==> src/rtl/video_fb_arbiter_pkg.sv <==
// Shared constants, typedefs and FSM encoding for the framebuffer arbiter.
package video_fb_arbiter_pkg;

  localparam int FB_DOTCLK_DIV  = 10;
  localparam int FB_H_ACTIVE    = 240;
  localparam int FB_V_ACTIVE    = 320;
  localparam int FB_H_BITS      = 9;
  localparam int FB_V_BITS      = 9;
  localparam int FB_PIX_BITS    = 16;
  localparam int FB_RAM_LATENCY = 2;
  localparam int FB_ADDR_BITS   = $clog2(FB_H_ACTIVE * FB_V_ACTIVE);

  typedef logic [FB_ADDR_BITS-1:0] fb_addr_t;
  typedef logic [FB_PIX_BITS-1:0]  pixel_t;

  // Scan-out read sequencer states.
  typedef enum logic [1:0] {
    S_IDLE  = 2'd0,
    S_ISSUE = 2'd1,
    S_WAIT  = 2'd2,
    S_LATCH = 2'd3
  } fb_state_e;

endpackage

==> src/rtl/video_fb_arbiter_if.sv <==
// Writer-side request/grant bus into the framebuffer arbiter.
interface video_fb_arbiter_if
  import video_fb_arbiter_pkg::*;
#(
  parameter int ADDR_BITS = FB_ADDR_BITS,
  parameter int PIX_BITS  = FB_PIX_BITS
);

  logic                 wr_valid;
  logic [ADDR_BITS-1:0] wr_addr;
  logic [PIX_BITS-1:0]  wr_data;
  logic                 wr_ready;

  // Writer (CPU / draw engine) side.
  modport master (
    output wr_valid,
    output wr_addr,
    output wr_data,
    input  wr_ready
  );

  // Arbiter side.
  modport slave (
    input  wr_valid,
    input  wr_addr,
    input  wr_data,
    output wr_ready
  );

endinterface

==> src/rtl/video_fb_arbiter_fb_addr_gen.sv <==
// Linear framebuffer address from the active-region position: v * stride + h.
// The product is formed at address width, so excess high bits are dropped.
module fb_addr_gen #(
  parameter int H_ACTIVE  = 240,
  parameter int H_BITS    = 9,
  parameter int V_BITS    = 9,
  parameter int ADDR_BITS = 17
) (
  input  logic                 clk,
  input  logic                 load,
  input  logic [H_BITS-1:0]    pos_h,
  input  logic [V_BITS-1:0]    pos_v,
  output logic [ADDR_BITS-1:0] addr
);

  logic [ADDR_BITS-1:0] addr_d;
  logic [ADDR_BITS-1:0] addr_q;

  // Unsigned multiply-add, zero-extended operands, truncated to address width.
  always_comb begin
    addr_d = ADDR_BITS'(pos_v) * ADDR_BITS'(H_ACTIVE) + ADDR_BITS'(pos_h);
  end

  // Capture the address of the pixel whose read is being issued.
  always_ff @(posedge clk) begin
    if (load) begin
      addr_q <= addr_d;
    end
  end

  assign addr = addr_q;

endmodule

==> src/rtl/video_fb_arbiter.sv <==
// Shares a single-port framebuffer RAM between pixel scan-out and one writer.
// Each active dot issues one read on the cycle after the dotclk rising edge;
// the writer is granted every cycle except that edge cycle.
module video_fb_arbiter
  import video_fb_arbiter_pkg::*;
#(
  parameter int H_ACTIVE    = FB_H_ACTIVE,
  parameter int V_ACTIVE    = FB_V_ACTIVE,
  parameter int H_BITS      = FB_H_BITS,
  parameter int V_BITS      = FB_V_BITS,
  parameter int PIX_BITS    = FB_PIX_BITS,
  parameter int RAM_LATENCY = FB_RAM_LATENCY,
  parameter int ADDR_BITS   = $clog2(H_ACTIVE * V_ACTIVE)
) (
  input  logic                 clk,
  input  logic                 rst,
  input  logic                 dotclk,
  input  logic                 active,
  input  logic [H_BITS-1:0]    pos_h,
  input  logic [V_BITS-1:0]    pos_v,
  output logic [PIX_BITS-1:0]  pix_data,
  output logic                 pix_valid,
  video_fb_arbiter_if.slave    wr_if,
  output logic                 ram_en,
  output logic                 ram_we,
  output logic [ADDR_BITS-1:0] ram_addr,
  output logic [PIX_BITS-1:0]  ram_wdata,
  input  logic [PIX_BITS-1:0]  ram_rdata
);

  // S_WAIT spans RAM_LATENCY-1 cycles; with a 1-cycle RAM it is skipped.
  localparam int              CNT_W     = (RAM_LATENCY > 2) ? $clog2(RAM_LATENCY - 1) : 1;
  localparam logic [CNT_W-1:0] WAIT_LAST = CNT_W'((RAM_LATENCY > 2) ? RAM_LATENCY - 2 : 0);
  localparam bit              SKIP_WAIT = (RAM_LATENCY == 1);

  logic                 dotclk_d, dotclk_q;
  logic                 pix_edge;
  logic                 rd_start;
  logic                 wr_ready;
  logic                 wr_fire;

  fb_state_e            state_d, state_q;
  logic [CNT_W-1:0]     wait_cnt_d, wait_cnt_q;
  logic [PIX_BITS-1:0]  pix_data_d, pix_data_q;
  logic                 pix_valid_d, pix_valid_q;

  logic                 ram_en_d, ram_en_q;
  logic                 ram_we_d, ram_we_q;
  logic                 sel_rd_d, sel_rd_q;
  logic [ADDR_BITS-1:0] ram_waddr_d, ram_waddr_q;
  logic [PIX_BITS-1:0]  ram_wdata_d, ram_wdata_q;
  logic [ADDR_BITS-1:0] rd_addr;

  // The read address register lives in the address generator; it is loaded
  // in the same cycle the read strobe register is, so both appear together.
  fb_addr_gen #(
    .H_ACTIVE  (H_ACTIVE),
    .H_BITS    (H_BITS),
    .V_BITS    (V_BITS),
    .ADDR_BITS (ADDR_BITS)
  ) u_addr_gen (
    .clk   (clk),
    .load  (rd_start),
    .pos_h (pos_h),
    .pos_v (pos_v),
    .addr  (rd_addr)
  );

  // Edge detect and write grant: the video read owns the edge cycle.
  always_comb begin
    dotclk_d = dotclk;
    pix_edge = dotclk && !dotclk_q;
    rd_start = pix_edge && active;
    wr_ready = !rst && !rd_start;
    wr_fire  = wr_if.wr_valid && wr_ready;
  end

  assign wr_if.wr_ready = wr_ready;

  // RAM command mux: at most one of read or write per cycle; address and
  // write data hold their last value on idle cycles.
  always_comb begin
    ram_en_d    = 1'b0;
    ram_we_d    = 1'b0;
    sel_rd_d    = sel_rd_q;
    ram_waddr_d = ram_waddr_q;
    ram_wdata_d = ram_wdata_q;
    if (rd_start) begin
      ram_en_d = 1'b1;
      sel_rd_d = 1'b1;
    end else if (wr_fire) begin
      ram_en_d    = 1'b1;
      ram_we_d    = 1'b1;
      sel_rd_d    = 1'b0;
      ram_waddr_d = wr_if.wr_addr;
      ram_wdata_d = wr_if.wr_data;
    end
  end

  // Read sequencer: a new dot edge always restarts it, abandoning any read
  // still in flight; a blank dot clears the panel output immediately.
  always_comb begin
    state_d     = state_q;
    wait_cnt_d  = wait_cnt_q;
    pix_data_d  = pix_data_q;
    pix_valid_d = pix_valid_q;
    if (pix_edge) begin
      if (active) begin
        state_d = S_ISSUE;
      end else begin
        state_d     = S_IDLE;
        pix_data_d  = '0;
        pix_valid_d = 1'b0;
      end
    end else begin
      case (state_q)
        S_ISSUE: begin
          wait_cnt_d = '0;
          state_d    = SKIP_WAIT ? S_LATCH : S_WAIT;
        end
        S_WAIT: begin
          if (wait_cnt_q == WAIT_LAST) begin
            state_d = S_LATCH;
          end else begin
            wait_cnt_d = wait_cnt_q + CNT_W'(1);
          end
        end
        S_LATCH: begin
          pix_data_d  = ram_rdata;
          pix_valid_d = 1'b1;
          state_d     = S_IDLE;
        end
        default: begin
          state_d = S_IDLE;
        end
      endcase
    end
  end

  // State, RAM command and panel output registers.
  always_ff @(posedge clk) begin
    if (rst) begin
      dotclk_q    <= 1'b1;
      state_q     <= S_IDLE;
      wait_cnt_q  <= '0;
      pix_data_q  <= '0;
      pix_valid_q <= 1'b0;
      ram_en_q    <= 1'b0;
      ram_we_q    <= 1'b0;
      sel_rd_q    <= 1'b0;
      ram_waddr_q <= '0;
      ram_wdata_q <= '0;
    end else begin
      dotclk_q    <= dotclk_d;
      state_q     <= state_d;
      wait_cnt_q  <= wait_cnt_d;
      pix_data_q  <= pix_data_d;
      pix_valid_q <= pix_valid_d;
      ram_en_q    <= ram_en_d;
      ram_we_q    <= ram_we_d;
      sel_rd_q    <= sel_rd_d;
      ram_waddr_q <= ram_waddr_d;
      ram_wdata_q <= ram_wdata_d;
    end
  end

  assign ram_en    = ram_en_q;
  assign ram_we    = ram_we_q;
  assign ram_addr  = sel_rd_q ? rd_addr : ram_waddr_q;
  assign ram_wdata = ram_wdata_q;
  assign pix_data  = pix_data_q;
  assign pix_valid = pix_valid_q;

endmodule

==> src/flat_wrapper.sv <==
// flat-port wrapper written by rule: the top's interface ports become plain ports
module video_fb_arbiter_flat import video_fb_arbiter_pkg::*;
#(
  parameter int H_ACTIVE    = FB_H_ACTIVE,
  parameter int V_ACTIVE    = FB_V_ACTIVE,
  parameter int H_BITS      = FB_H_BITS,
  parameter int V_BITS      = FB_V_BITS,
  parameter int PIX_BITS    = FB_PIX_BITS,
  parameter int RAM_LATENCY = FB_RAM_LATENCY,
  parameter int ADDR_BITS   = $clog2(H_ACTIVE * V_ACTIVE)
)
  (clk, rst, dotclk, active, pos_h, pos_v, pix_data, pix_valid, ram_en, ram_we, ram_addr, ram_wdata, ram_rdata, wr_if_wr_valid, wr_if_wr_addr, wr_if_wr_data, wr_if_wr_ready);
  video_fb_arbiter_if #(.ADDR_BITS(ADDR_BITS), .PIX_BITS(PIX_BITS)) wr_if_i ();
  input  logic clk;
  input  logic rst;
  input  logic dotclk;
  input  logic active;
  input  logic [H_BITS-1:0] pos_h;
  input  logic [V_BITS-1:0] pos_v;
  output logic [PIX_BITS-1:0] pix_data;
  output logic pix_valid;
  output logic ram_en;
  output logic ram_we;
  output logic [ADDR_BITS-1:0] ram_addr;
  output logic [PIX_BITS-1:0] ram_wdata;
  input  logic [PIX_BITS-1:0] ram_rdata;
  input wire logic [$bits(wr_if_i.wr_valid)-1:0] wr_if_wr_valid;
  input wire logic [$bits(wr_if_i.wr_addr)-1:0] wr_if_wr_addr;
  input wire logic [$bits(wr_if_i.wr_data)-1:0] wr_if_wr_data;
  output wire logic [$bits(wr_if_i.wr_ready)-1:0] wr_if_wr_ready;
  assign wr_if_i.wr_valid = wr_if_wr_valid;
  assign wr_if_i.wr_addr = wr_if_wr_addr;
  assign wr_if_i.wr_data = wr_if_wr_data;
  assign wr_if_wr_ready = wr_if_i.wr_ready;
  video_fb_arbiter #(.H_ACTIVE(H_ACTIVE), .V_ACTIVE(V_ACTIVE), .H_BITS(H_BITS), .V_BITS(V_BITS), .PIX_BITS(PIX_BITS), .RAM_LATENCY(RAM_LATENCY), .ADDR_BITS(ADDR_BITS)) u_core (.clk(clk), .rst(rst), .dotclk(dotclk), .active(active), .pos_h(pos_h), .pos_v(pos_v), .pix_data(pix_data), .pix_valid(pix_valid), .wr_if(wr_if_i), .ram_en(ram_en), .ram_we(ram_we), .ram_addr(ram_addr), .ram_wdata(ram_wdata), .ram_rdata(ram_rdata));
endmodule
==> config.mk <==
export PLATFORM = sky130hd
export DESIGN_NAME = video_fb_arbiter_flat
export DESIGN_NICKNAME = d
export VERILOG_FILES = /design/src/rtl/video_fb_arbiter_pkg.sv /design/src/rtl/video_fb_arbiter_if.sv /design/src/rtl/video_fb_arbiter_fb_addr_gen.sv /design/src/rtl/video_fb_arbiter.sv /design/src/flat_wrapper.sv
export SDC_FILE = /design/constraint.sdc
export NUM_CORES = 1
export LEC_CHECK = 0
export BUFFER_PORTS_ARGS = -buffer_cell sky130_fd_sc_hd__buf_2
export CAP_MARGIN = 10
export CORE_AREA = 3 3 102 80
export DETAILED_ROUTE_END_ITERATION = 10
export DIE_AREA = 0 0 105 83
export PLACE_DENSITY_LB_ADDON = 0.05
export SYNTH_ARGS = -nofsm -noshare
export SYNTH_HDL_FRONTEND = slang
export SYNTH_SLANG_ARGS = --single-unit
==> constraint.sdc <==
create_clock -name clk -period 5.6 [get_ports clk]
set_clock_uncertainty 0.05 [all_clocks]
set_input_delay 0.28 -clock clk [delete_from_list [all_inputs] [get_ports clk]]
set_output_delay 0.28 -clock clk [all_outputs]
set_load 0.005 [all_outputs]
==> impl_metrics.ini <==
[critical_path]
worstPathRequired_ns = 5.63
crit_family = adder cells
startpoint_type = input pin
crit_buf_inv = 2
critical_path.most_common_cell = fa_1
critPathArrivalTime_ns = 3.43
crit_chain = buf_2 > fa_1 > inv_1 > fa_1 > fa_1 > xnor2_1 > ha_1 > nand2_1 > o21ai_0 > nor4b_2 > nand3_1 > xnor2_1
critPathMaxFanout = 4
cp-end-kind = flop
max_stage_delay_ns = 0.56
cp_slowest_cell = fa_1
worstSetupPathType = in -> reg

[finish]
nets = 630
drive_gt1_frac = 0.324
final_cell_count_no_fill = 626
fin_util = 0.665
area_growth_syn_to_layout_pct = 22.8
stdcell_area_um2 = 4810

[timing]
fin_setup_tns_ns = 0
min_period_ns = 3.41
hold_violations = 0
maxSlewHeadroom = 0.310
worst_pin_slew_ns = 1.03
fin_ws_ns = 2.19
drv_slew = 0
fin_crit_sh = 0.608
whs_ns = 0.0642
fmax_ghz = 0.294
rsz0062_at_grt = false
setup_viol = 0

[power]
switchingPower_mw = 0.461
p_int_mw = 1.01
switching_share = 0.313
p_clk_frac = 0.282
p_per_area_nw_per_um2 = 307
p_leak_nw = 2.24
peakVddDrop_v = 0.000143
combinationalPowerShare = 0.312
total_power_mw = 1.47
power_frac_seq = 0.406

[detailed_routing]
wire_per_inst_um = 12.8
drcViolationCount = 0
antenna_left = 0
first_iter_violations = 129
num_vias = 3064
routed_via_density = 4.89
wirelength_um = 8010
dr.pass1.iters = 4

[die]
start_util = 0.541
rows = 27
fp.dieArea_um2 = 8720
core_area_um2 = 7230
fp.dieH_um = 83
dieWidth_um = 105
pin_count = 125

[global_route]
globalRouteMet3Util = 0.0575
grt_overflow = 0
grt_max_degree = 58
grt_pass1_vias = 2975
grt.total_usage = 0.190
use_met1 = 0.255
grt.busiest_layer = met2
grt_pass1_wl_um = 13700
antenna_found_initial = 0
grt.met2_usage = 0.300

[placement]
post-place-ws_ns = 1.84
post-dp-hpwl_um = 6080
place_area_um2 = 4600
routabilityCongestion = 0.762
io_buffers = 124
place_inst = 609

[synth]
syn_area_per_cell_um2 = 9.76
synth_area_leaders = dfxtp_1 (29%), edfxtp_1 (13%), fa_1 (8.2%)
synth_top_family_by_area = adder cells
ys_seq_area_frac = 0.417
ys_ff_latch = 73
yosysWarnings = 0
synth_xor_area_frac = 0.0441
syn_nets = 512
yosys.area.top_type = dfxtp_1
synth_top_cell_area_share = 0.286
muxShareOfSynthArea = 0.0489
synth-adder-area-share = 0.155
synth_compound_area_frac = 0.127
netlist_instances = 401
synthesis.area_um2 = 3910
synth_cell_type_count = 41
yosys.area_share.simple = 0.153

[clock_tree]
cts_buffer_depth = 2
cts_sinks = 73
ctsHoldBuffers = 0
cts_htree_levels = 3
cts_tree = yes
path_clk_slew_ns = 0.08
clkLatencyLatePin_ns = 0.34
postCtsSetupBuffers = 0
cts_root_buffer = clkbuf_8
cts-resized-gates = 0
cts_buffers = 9

[outcome]
outcome = finished clean

[run]
maxCapViolCount = 0

[min_path]
holdCritPathClass = in -> reg
Yosys cell counts, drive strengths merged:
cell / n
edfxtp: 17
ha: 23
xnor2: 9
fa: 16
or3: 1
nor3: 3
a22oi: 16
mux2: 17
a311oi: 1
o31ai: 1
o2111ai: 1
dfxtp: 56
o21ai: 39
nand2: 38
nor2b: 2
or2: 1
nand3b: 1
nor4b: 1
clkbuf: 13
nand2b: 34
xor2: 9
o21bai: 2
buf: 6
nand4: 2
and2: 3
a21o: 5
and4: 1
nor2: 26
nor4: 1
a21bo: 1
a21oi: 12
a311o: 1
o21a: 1
inv: 36
nand3: 5
power groups by stage:
stage / registers (mW) / clock network (mW) / logic, mW
floorplan: 0.608 / 0 / 0.348
global placement: 0.609 / 0 / 0.454
detailed placement: 0.610 / 0 / 0.462
CTS: 0.598 / 0.430 / 0.464
global route: 0.601 / 0.460 / 0.525
finish: 0.598 / 0.416 / 0.460
sequential cells by signal, summed over array words and instances (netlist names):
name and flops:
u_core.ram_waddr_q 17, u_core.u_addr_gen.addr 17, u_core.pix_data 16, u_core.ram_wdata 16, u_core.state_q 2, u_core.dotclk_q 1, u_core.pix_valid 1, u_core.ram_en 1
u_core.ram_we 1, u_core.sel_rd_q 1
final timing paths:
path / startpoint / endpoint / slack (ns) / cells after the start
setup / recovery: pos_v[0] / u_core.u_addr_gen.addr[15] / 2.19 / 12
hold / removal: pos_h[0] / u_core.u_addr_gen.addr[0] / 0.06 / 1
setup reg to reg: u_core.dotclk_q / u_core.pix_data[3] / 3.41 / 5
hold reg to reg: u_core.ram_wdata[14] / u_core.ram_wdata[14] / 0.42 / 2
layout by cell type, fill, tap and decap left out, types with 3 or more instances in the layout:
cell | netlist | final
mux2_2 | 17 | 17
buf_2 | 5 | 124
fa_1 | 16 | 16
nand2b_1 | 34 | 34
nor2_1 | 26 | 26
xnor2_1 | 9 | 9
ha_1 | 23 | 23
o21ai_0 | 36 | 36
o21ai_1 | 3 | 3
nand3_1 | 4 | 4
dfxtp_1 | 56 | 56
a21o_1 | 5 | 5
and2_1 | 3 | 3
xor2_1 | 7 | 7
nand2_1 | 38 | 38
a21oi_2 | 3 | 3
a22oi_1 | 16 | 16
a21oi_1 | 9 | 9
inv_1 | 36 | 36
edfxtp_1 | 17 | 17
clkbuf_8 | 0 | 10
layer usage:
metal	wire [µm]	vias up
met2	3630	81
met5	0	-
met3	557	8
met1	3760	1398
met4	62	0
li1	-	1577
cell type report:
| type | count | area [µm²] |
|---|---|---|
| fill | 627 | 2420 |
| multi-input combinational | 273 | 2070 |
| sequential | 73 | 1630 |
| timing repair buffer | 126 | 636 |
| clock buffer | 10 | 138 |
| inverter | 36 | 135 |
| tap | 101 | 126 |
| clock inverter | 6 | 63.8 |
| antenna | 1 | 2.50 |
cell families (layout without fill, tap and decap cells):
| group | count (synthesis) | after routing |
|---|---|---|
| DFF | 73 | 73 |
| buffers and inverters | 55 | 178 |
| muxes | 17 | 17 |
| adders and majority gates | 39 | 39 |
| AOI/OAI and AO/OA | 80 | 80 |
| and+or+nand+nor | 119 | 119 |
| other | 0 | 1 |
| xor gates and xnor gates | 18 | 18 |
No activity file was read; power rests on OpenSTA's default activity.
